`src/rtl/alu_issue_ctrl_if.sv`:
```
// Request/response handshake and ALU operand/result bundle for alu_issue_ctrl.
interface alu_issue_ctrl_if #(
  parameter int unsigned WORDSIZE = 32
);
  logic                req_valid;
  logic                req_ready;
  logic [31:0]         req_instr;
  logic [WORDSIZE-1:0] req_rs1;
  logic [WORDSIZE-1:0] req_rs2;

  logic [WORDSIZE-1:0] alu_in1;
  logic [WORDSIZE-1:0] alu_in2;
  logic [3:0]          alu_ctl;
  logic [WORDSIZE-1:0] alu_result;
  logic                alu_zero;

  logic                rsp_valid;
  logic                rsp_ready;
  logic [WORDSIZE-1:0] rsp_result;
  logic                rsp_taken;
  logic                rsp_illegal;

  // Requester, response consumer and ALU side.
  modport master (
    output req_valid, req_instr, req_rs1, req_rs2, rsp_ready, alu_result, alu_zero,
    input  req_ready, alu_in1, alu_in2, alu_ctl, rsp_valid, rsp_result, rsp_taken, rsp_illegal
  );

  // Issue controller side.
  modport slave (
    input  req_valid, req_instr, req_rs1, req_rs2, rsp_ready, alu_result, alu_zero,
    output req_ready, alu_in1, alu_in2, alu_ctl, rsp_valid, rsp_result, rsp_taken, rsp_illegal
  );
endinterface

```
`src/rtl/alu_issue_ctrl.sv`:
```
// Multi-cycle ALU issue controller: decodes RISC-V ALU/load/store/branch ops,
// registers ALU operands, captures the result and resolves BEQ/BNE.
module alu_issue_ctrl #(
  parameter int unsigned WORDSIZE = 32
) (
  input logic            clk,
  input logic            rst_n,
  alu_issue_ctrl_if.slave bus
);
  localparam logic [3:0] CTL_AND = 4'b0000;
  localparam logic [3:0] CTL_OR  = 4'b0001;
  localparam logic [3:0] CTL_ADD = 4'b0010;
  localparam logic [3:0] CTL_SUB = 4'b0110;

  typedef enum logic [1:0] {IDLE, EXEC, RESP} state_e;

  state_e              state_q;
  logic                req_ready_q;
  logic [WORDSIZE-1:0] in1_q, in2_q;
  logic [3:0]          ctl_q;
  logic                beq_q, bne_q, ill_q;
  logic                rsp_valid_q, rsp_taken_q, rsp_illegal_q;
  logic [WORDSIZE-1:0] rsp_result_q;

  logic [6:0]          opcode, funct7;
  logic [2:0]          funct3;
  logic [WORDSIZE-1:0] imm_i, imm_s;
  logic [WORDSIZE-1:0] in1_d, in2_d;
  logic [3:0]          ctl_d;
  logic                beq_d, bne_d, ill_d;
  logic                unused_rs1_field;

  assign opcode = bus.req_instr[6:0];
  assign funct3 = bus.req_instr[14:12];
  assign funct7 = bus.req_instr[31:25];
  assign imm_i  = {{(WORDSIZE-12){bus.req_instr[31]}}, bus.req_instr[31:20]};
  assign imm_s  = {{(WORDSIZE-12){bus.req_instr[31]}}, bus.req_instr[31:25], bus.req_instr[11:7]};
  assign unused_rs1_field = ^bus.req_instr[19:15];

  always_comb begin
    in1_d = bus.req_rs1;
    in2_d = bus.req_rs2;
    ctl_d = CTL_ADD;
    beq_d = 1'b0;
    bne_d = 1'b0;
    ill_d = 1'b0;
    unique case (opcode)
      7'b0110011: begin
        if      (funct3 == 3'b000 && funct7 == 7'b0000000) ctl_d = CTL_ADD;
        else if (funct3 == 3'b000 && funct7 == 7'b0100000) ctl_d = CTL_SUB;
        else if (funct3 == 3'b111 && funct7 == 7'b0000000) ctl_d = CTL_AND;
        else if (funct3 == 3'b110 && funct7 == 7'b0000000) ctl_d = CTL_OR;
        else ill_d = 1'b1;
      end
      7'b0010011: begin
        in2_d = imm_i;
        if      (funct3 == 3'b000) ctl_d = CTL_ADD;
        else if (funct3 == 3'b111) ctl_d = CTL_AND;
        else if (funct3 == 3'b110) ctl_d = CTL_OR;
        else ill_d = 1'b1;
      end
      7'b0000011: in2_d = imm_i;
      7'b0100011: in2_d = imm_s;
      7'b1100011: begin
        ctl_d = CTL_SUB;
        if      (funct3 == 3'b000) beq_d = 1'b1;
        else if (funct3 == 3'b001) bne_d = 1'b1;
        else ill_d = 1'b1;
      end
      default: ill_d = 1'b1;
    endcase
    // Illegal requests still issue a harmless ADD of zeros.
    if (ill_d) begin
      in1_d = '0;
      in2_d = '0;
      ctl_d = CTL_ADD;
      beq_d = 1'b0;
      bne_d = 1'b0;
    end
  end

  always_ff @(posedge clk or negedge rst_n) begin
    if (!rst_n) begin
      state_q       <= IDLE;
      req_ready_q   <= 1'b1;
      in1_q         <= '0;
      in2_q         <= '0;
      ctl_q         <= CTL_ADD;
      beq_q         <= 1'b0;
      bne_q         <= 1'b0;
      ill_q         <= 1'b0;
      rsp_valid_q   <= 1'b0;
      rsp_taken_q   <= 1'b0;
      rsp_illegal_q <= 1'b0;
      rsp_result_q  <= '0;
    end else begin
      unique case (state_q)
        IDLE: begin
          if (bus.req_valid) begin
            in1_q       <= in1_d;
            in2_q       <= in2_d;
            ctl_q       <= ctl_d;
            beq_q       <= beq_d;
            bne_q       <= bne_d;
            ill_q       <= ill_d;
            req_ready_q <= 1'b0;
            state_q     <= EXEC;
          end
        end
        EXEC: begin
          rsp_result_q  <= ill_q ? '0 : bus.alu_result;
          rsp_taken_q   <= (beq_q & bus.alu_zero) | (bne_q & ~bus.alu_zero);
          rsp_illegal_q <= ill_q;
          rsp_valid_q   <= 1'b1;
          state_q       <= RESP;
        end
        RESP: begin
          if (bus.rsp_ready) begin
            rsp_valid_q <= 1'b0;
            req_ready_q <= 1'b1;
            state_q     <= IDLE;
          end
        end
        default: state_q <= IDLE;
      endcase
    end
  end

  assign bus.req_ready   = req_ready_q;
  assign bus.alu_in1     = in1_q;
  assign bus.alu_in2     = in2_q;
  assign bus.alu_ctl     = ctl_q;
  assign bus.rsp_valid   = rsp_valid_q;
  assign bus.rsp_result  = rsp_result_q;
  assign bus.rsp_taken   = rsp_taken_q;
  assign bus.rsp_illegal = rsp_illegal_q;
endmodule

```
`src/flat_wrapper.sv`:
```
// flat-port wrapper written by rule: the top's interface ports become plain ports
module alu_issue_ctrl_flat 
#(
  parameter int unsigned WORDSIZE = 32
)
  (clk, rst_n, bus_req_valid, bus_req_instr, bus_req_rs1, bus_req_rs2, bus_rsp_ready, bus_alu_result, bus_alu_zero, bus_req_ready, bus_alu_in1, bus_alu_in2, bus_alu_ctl, bus_rsp_valid, bus_rsp_result, bus_rsp_taken, bus_rsp_illegal);
  alu_issue_ctrl_if #(.WORDSIZE(WORDSIZE)) bus_i ();
  input logic clk;
  input logic rst_n;
  input wire logic [$bits(bus_i.req_valid)-1:0] bus_req_valid;
  input wire logic [$bits(bus_i.req_instr)-1:0] bus_req_instr;
  input wire logic [$bits(bus_i.req_rs1)-1:0] bus_req_rs1;
  input wire logic [$bits(bus_i.req_rs2)-1:0] bus_req_rs2;
  input wire logic [$bits(bus_i.rsp_ready)-1:0] bus_rsp_ready;
  input wire logic [$bits(bus_i.alu_result)-1:0] bus_alu_result;
  input wire logic [$bits(bus_i.alu_zero)-1:0] bus_alu_zero;
  output wire logic [$bits(bus_i.req_ready)-1:0] bus_req_ready;
  output wire logic [$bits(bus_i.alu_in1)-1:0] bus_alu_in1;
  output wire logic [$bits(bus_i.alu_in2)-1:0] bus_alu_in2;
  output wire logic [$bits(bus_i.alu_ctl)-1:0] bus_alu_ctl;
  output wire logic [$bits(bus_i.rsp_valid)-1:0] bus_rsp_valid;
  output wire logic [$bits(bus_i.rsp_result)-1:0] bus_rsp_result;
  output wire logic [$bits(bus_i.rsp_taken)-1:0] bus_rsp_taken;
  output wire logic [$bits(bus_i.rsp_illegal)-1:0] bus_rsp_illegal;
  assign bus_i.req_valid = bus_req_valid;
  assign bus_i.req_instr = bus_req_instr;
  assign bus_i.req_rs1 = bus_req_rs1;
  assign bus_i.req_rs2 = bus_req_rs2;
  assign bus_i.rsp_ready = bus_rsp_ready;
  assign bus_i.alu_result = bus_alu_result;
  assign bus_i.alu_zero = bus_alu_zero;
  assign bus_req_ready = bus_i.req_ready;
  assign bus_alu_in1 = bus_i.alu_in1;
  assign bus_alu_in2 = bus_i.alu_in2;
  assign bus_alu_ctl = bus_i.alu_ctl;
  assign bus_rsp_valid = bus_i.rsp_valid;
  assign bus_rsp_result = bus_i.rsp_result;
  assign bus_rsp_taken = bus_i.rsp_taken;
  assign bus_rsp_illegal = bus_i.rsp_illegal;
  alu_issue_ctrl #(.WORDSIZE(WORDSIZE)) u_core (.clk(clk), .rst_n(rst_n), .bus(bus_i));
endmodule
```
`config.mk`:
```
export PLATFORM = sky130hd
export DESIGN_NAME = alu_issue_ctrl_flat
export DESIGN_NICKNAME = d
export VERILOG_FILES = /design/src/rtl/alu_issue_ctrl_if.sv /design/src/rtl/alu_issue_ctrl.sv /design/src/flat_wrapper.sv
export SDC_FILE = /design/constraint.sdc
export NUM_CORES = 1
export LEC_CHECK = 0
export ABC_AREA = 1
export CORE_MARGIN = 2
export CORE_UTILIZATION = 36
export CTS_CLUSTER_SIZE = 40
export DETAILED_ROUTE_END_ITERATION = 10
export PLACE_DENSITY = 0.76
export SLEW_MARGIN = 15
export SYNTH_ARGS = -nofsm -noshare
export SYNTH_HDL_FRONTEND = slang
export SYNTH_SLANG_ARGS = --single-unit
```
`constraint.sdc`:
```
create_clock -name clk -period 1.4 [get_ports clk]
set_clock_uncertainty 0.1 [all_clocks]
set_input_delay 0.21 -clock clk [delete_from_list [all_inputs] [get_ports clk]]
set_output_delay 0.21 -clock clk [all_outputs]
set_load 0.02 [all_outputs]
```
==> metrics.log <==
[metrics] result of the run: finished, final reports clean
[metrics] Longest Clk Path Bufs: 2
[metrics] Die H: 118 µm
[metrics] Leakage: 4.43 nW
[metrics] CTS tree: built
[metrics] highest-count cells in the layout ignoring fill and taps: sky130_fd_sc_hd__nand2_1, sky130_fd_sc_hd__clkdlybuf4s50_1, sky130_fd_sc_hd__dfrtp_1, sky130_fd_sc_hd__dlygate4sd2_1, sky130_fd_sc_hd__nand3_1
[metrics] remaining antenna violation count after routing: 0
[metrics] mean instance size in the synthesized netlist: 8.71 µm²
[metrics] share of post-route cells with drive strength above 1: 0.199
[metrics] biggest area consumer among synthesized cells: sky130_fd_sc_hd__dfrtp_1
[metrics] compound-cell area share of the yosys netlist: 0.0769
[metrics] Die Area: 14000 µm²
[metrics] final total negative setup slack: 0 ns
[metrics] initial core utilization: 0.370
[metrics] adder-cell area share of the yosys netlist: 0
[metrics] total routed wire length on the met1 layer: 6.84 mm
[metrics] switching power total: 0.00342 W
[metrics] highest achievable clock rate: 0.724 GHz
[metrics] final clock period utilization by the worst path: 0.987
[metrics] Worst Max-Slew Pin Slew: 0.606 ns
[metrics] proportion of total power due to net switching: 0.335
[metrics] initial detailed-routing violation count: 464
[metrics] total wire length: 16.5 mm
[metrics] placeable core region: 12700 µm²
[metrics] Final Slew Violations: 0
[metrics] uppermost layer routed: met4
[metrics] Period minus WS final: 1.38 ns
[metrics] Clock Root Buffer: sky130_fd_sc_hd__clkbuf_16
[metrics] Setup Viol. Count Final: 0
[metrics] Slew headroom: 0.596
[metrics] Final Total Pwr: 0.0102 W
[metrics] all-layer global routing usage: 0.225
[metrics] simple-gate area share of the yosys netlist: 0.272
[metrics] Critical Path Fanout Max: 20
[metrics] ranking of synthesized cells by area: sky130_fd_sc_hd__dfrtp_1, sky130_fd_sc_hd__nand2_1, sky130_fd_sc_hd__nand3_1, sky130_fd_sc_hd__a22o_1, sky130_fd_sc_hd__inv_1
[metrics] Inserted Clock Buffers: 9
[metrics] wire length per cell after detailed routing: 16.5 µm
[metrics] vias per cell: 4.87
[metrics] Yosys cell types: 26
[metrics] post-synthesis instance total: 538
[metrics] number of maximum-capacitance violations: 0
[metrics] post-CTS clock slew at the launch and capture registers of the worst setup and hold paths: 0.07 ns
[metrics] critical path capture point type: flop
[metrics] sink count of the clock tree: 108
[metrics] first-pass GRT wire length: 25.2 mm
[metrics] sequential area share after synthesis: 0.577
[metrics] combined area of all synthesized cells: 4690 µm²
[metrics] post-detail-place hpwl: 10.6 mm
[metrics] part of the power in the clock network: 0.276
[metrics] IR Drop Worst-Case VDD: 0.000590 V
[metrics] RSZ-0062 raised after global routing: yes
[metrics] area added between synthesis and finish: 74.9%
[metrics] critical path class: in -> reg
[metrics] Synth Register Bits: 108
[metrics] # fillers: 1037
[metrics] net count after synthesis: 671
[metrics] Yosys warning total: 0
[metrics] fraction of synthesized area in multiplexers: 0.00214
[metrics] RD Place Congestion: 0.844
[metrics] Internal Dissipation: 0.00680 W
[metrics] number of hold violations in the final report: 0
[metrics] via count of the first global-routing pass: 4882
[metrics] Die Width: 118 µm
[metrics] site row count: 41
[metrics] most common cell after layout, fill and taps aside: sky130_fd_sc_hd__nand2_1
[metrics] number of detailed-routing iterations run before antenna repair: 4
[metrics] ratio of total power to cell area: 1250 nW/µm²
[metrics] total inserted antenna cells: 0
[metrics] clock latency on the worst-skew pair: 0.34 ns
[metrics] crit path launch type: input pin
[metrics] Crit path required time: 1.58 ns
[metrics] share of power burned in registers: 0.381
[metrics] fraction of synthesized cell area taken by the top area cell type: 0.566
[metrics] number of nets in the finished design: 953
[metrics] IO Count: 237
[metrics] amount of wire on met3 after detailed routing: 1.01 mm
[metrics] H-Tree Level Count: 3
[metrics] pin count of the biggest net entering global routing: 61
[metrics] Arrival @ worst endpoint: 1.56 ns
[metrics] DR DRC count: 0
[metrics] GRT overflow: 0
[metrics] Worst Hold Class: in -> reg
[metrics] via count: 4859
[metrics] met2 wire length: 8.25 mm
[metrics] initial antenna violation count: 0
[metrics] I/O Buffers: 230
[metrics] part of the total power dissipated in combinational logic: 0.343
[metrics] Synth Area in XOR/XNOR: 0
[metrics] combinational family with the most area after synthesis: simple AND/OR/NAND/NOR gates
[sequential cells by signal, indices dropped and copies added, names as in the netlist]
register and flops:
u_core.beq_q 1, u_core.bne_q 1, u_core.bus.alu_ctl 3, u_core.bus.alu_in1 32, u_core.bus.alu_in2 32, u_core.bus.req_ready 1, u_core.bus.rsp_illegal 1, u_core.bus.rsp_result 32
u_core.bus.rsp_taken 1, u_core.bus.rsp_valid 1, u_core.ill_q 1, u_core.state_q 2
[synthesized netlist by cell type]
library cell	n
sky130_fd_sc_hd__mux2i_1	1
sky130_fd_sc_hd__dfrtp_1	106
sky130_fd_sc_hd__conb_1	1
sky130_fd_sc_hd__o211ai_1	1
sky130_fd_sc_hd__o21ai_1	1
sky130_fd_sc_hd__nor2_2	1
sky130_fd_sc_hd__nor3_1	1
sky130_fd_sc_hd__inv_2	7
sky130_fd_sc_hd__buf_1	2
sky130_fd_sc_hd__buf_6	5
sky130_fd_sc_hd__nand4_1	2
sky130_fd_sc_hd__nand3_1	82
sky130_fd_sc_hd__nand2_1	199
sky130_fd_sc_hd__nor2_1	19
sky130_fd_sc_hd__clkinv_1	2
sky130_fd_sc_hd__clkbuf_1	14
sky130_fd_sc_hd__nor3_2	1
sky130_fd_sc_hd__o31ai_1	1
sky130_fd_sc_hd__dfstp_2	2
sky130_fd_sc_hd__inv_1	34
sky130_fd_sc_hd__a22o_1	32
sky130_fd_sc_hd__a21oi_1	2
sky130_fd_sc_hd__o21ai_0	10
sky130_fd_sc_hd__nor2_4	1
sky130_fd_sc_hd__buf_2	10
sky130_fd_sc_hd__buf_4	1
[per-stage QoR]
stage / worst slack (ns) / hold WS [ns] / cells / instance area (µm²) / util
after floorplan: 0.00360 / -0.186 / 538 / 4690 / -
after global placement: -0.540 / 0.133 / 944 / 7410 / 0.585
after detailed placement: -0.622 / 0.137 / 944 / 7410 / 0.585
after CTS: -0.00144 / 0.164 / 990 / 7980 / 0.629
after global routing: -0.0640 / 0.202 / 997 / 8200 / 0.647
final: 0.0182 / 0.167 / 997 / 8200 / 0.647
[final timing paths]
path	start	end	slack (ns)	depth (start not counted)
min in group asynchronous	rst_n	u_core.bus.alu_in1[16]$_DFFE_PN0P_	0.33	3
worst max register to register	u_core.state_q[0]$_DFFE_PN0P_	u_core.bus.rsp_result[3]$_DFFE_PN0P_	0.08	5
worst min register to register	u_core.bus.alu_ctl[1]$_DFFE_PN1P_	u_core.bus.alu_ctl[1]$_DFFE_PN1P_	0.37	2
max in group asynchronous	rst_n	u_core.bus.rsp_result[31]$_DFFE_PN0P_	0.32	3
worst max-delay path	bus_req_instr[1]	u_core.bus.alu_in2[5]$_DFFE_PN0P_	0.02	10
worst min-delay path	bus_req_instr[28]	u_core.bus.alu_in2[8]$_DFFE_PN0P_	0.17	5
[power by group through the flow]
stage	Combinational, W	Sequential (W)	Clock (W)
floorplan	0.00113	0.00445	0
global placement	0.00350	0.00393	0
detailed placement	0.00358	0.00395	0
CTS	0.00335	0.00389	0.00287
global route	0.00376	0.00395	0.00300
finish	0.00350	0.00389	0.00282
[cell type report]
| cell class | count | area [µm²] | area share |
|---|---|---|---|
| inverter | 43 | 165 | 0.0201 |
| multi-input combinational | 355 | 1860 | 0.226 |
| timing repair buffer | 303 | 2920 | 0.357 |
| clock buffer | 10 | 239 | 0.0291 |
| tap | 172 | 215 | 0.0262 |
| clock inverter | 6 | 93.8 | 0.0114 |
| sequential | 108 | 2710 | 0.330 |
[cells by family after synthesis]
| kind of cell | Yosys count |
|---|---|
| buffers and inverters | 75 |
| multiplexers | 1 |
| AO/OA/AOI/OAI | 47 |
| other | 1 |
| flip-flops | 108 |
| AND/OR/NAND/NOR | 306 |
[worst max-delay path, stage by stage]
cell	delay, ns
sky130_fd_sc_hd__dlygate4sd2_1	0.22
sky130_fd_sc_hd__nand2_2	0.07
sky130_fd_sc_hd__nor2_4	0.17
sky130_fd_sc_hd__nand2_2	0.10
sky130_fd_sc_hd__nand2_2	0.08
sky130_fd_sc_hd__nand2_2	0.06
sky130_fd_sc_hd__nor2_4	0.16
sky130_fd_sc_hd__bufbuf_16	0.32
sky130_fd_sc_hd__nand3_1	0.09
sky130_fd_sc_hd__nand2_1	0.06
[layer usage]
metal  track usage  vias up
met2         0.385      220
met3        0.0402       27
li1              -     2291
met1         0.285     2321
met5             0        -
met4        0.0768        0
[timing repair]
item / in CTS / in global routing
hold endpoints to repair: 106 / 0
hold buffers: 1 / 0
gates cloned: 3 / 4
pin swaps: 17 / 23
gates resized for setup: 173 / 90
buffers inserted: 26 / 5
endpoints found under the setup margin: 171 / 128
(Power assumes the default switching activity.)
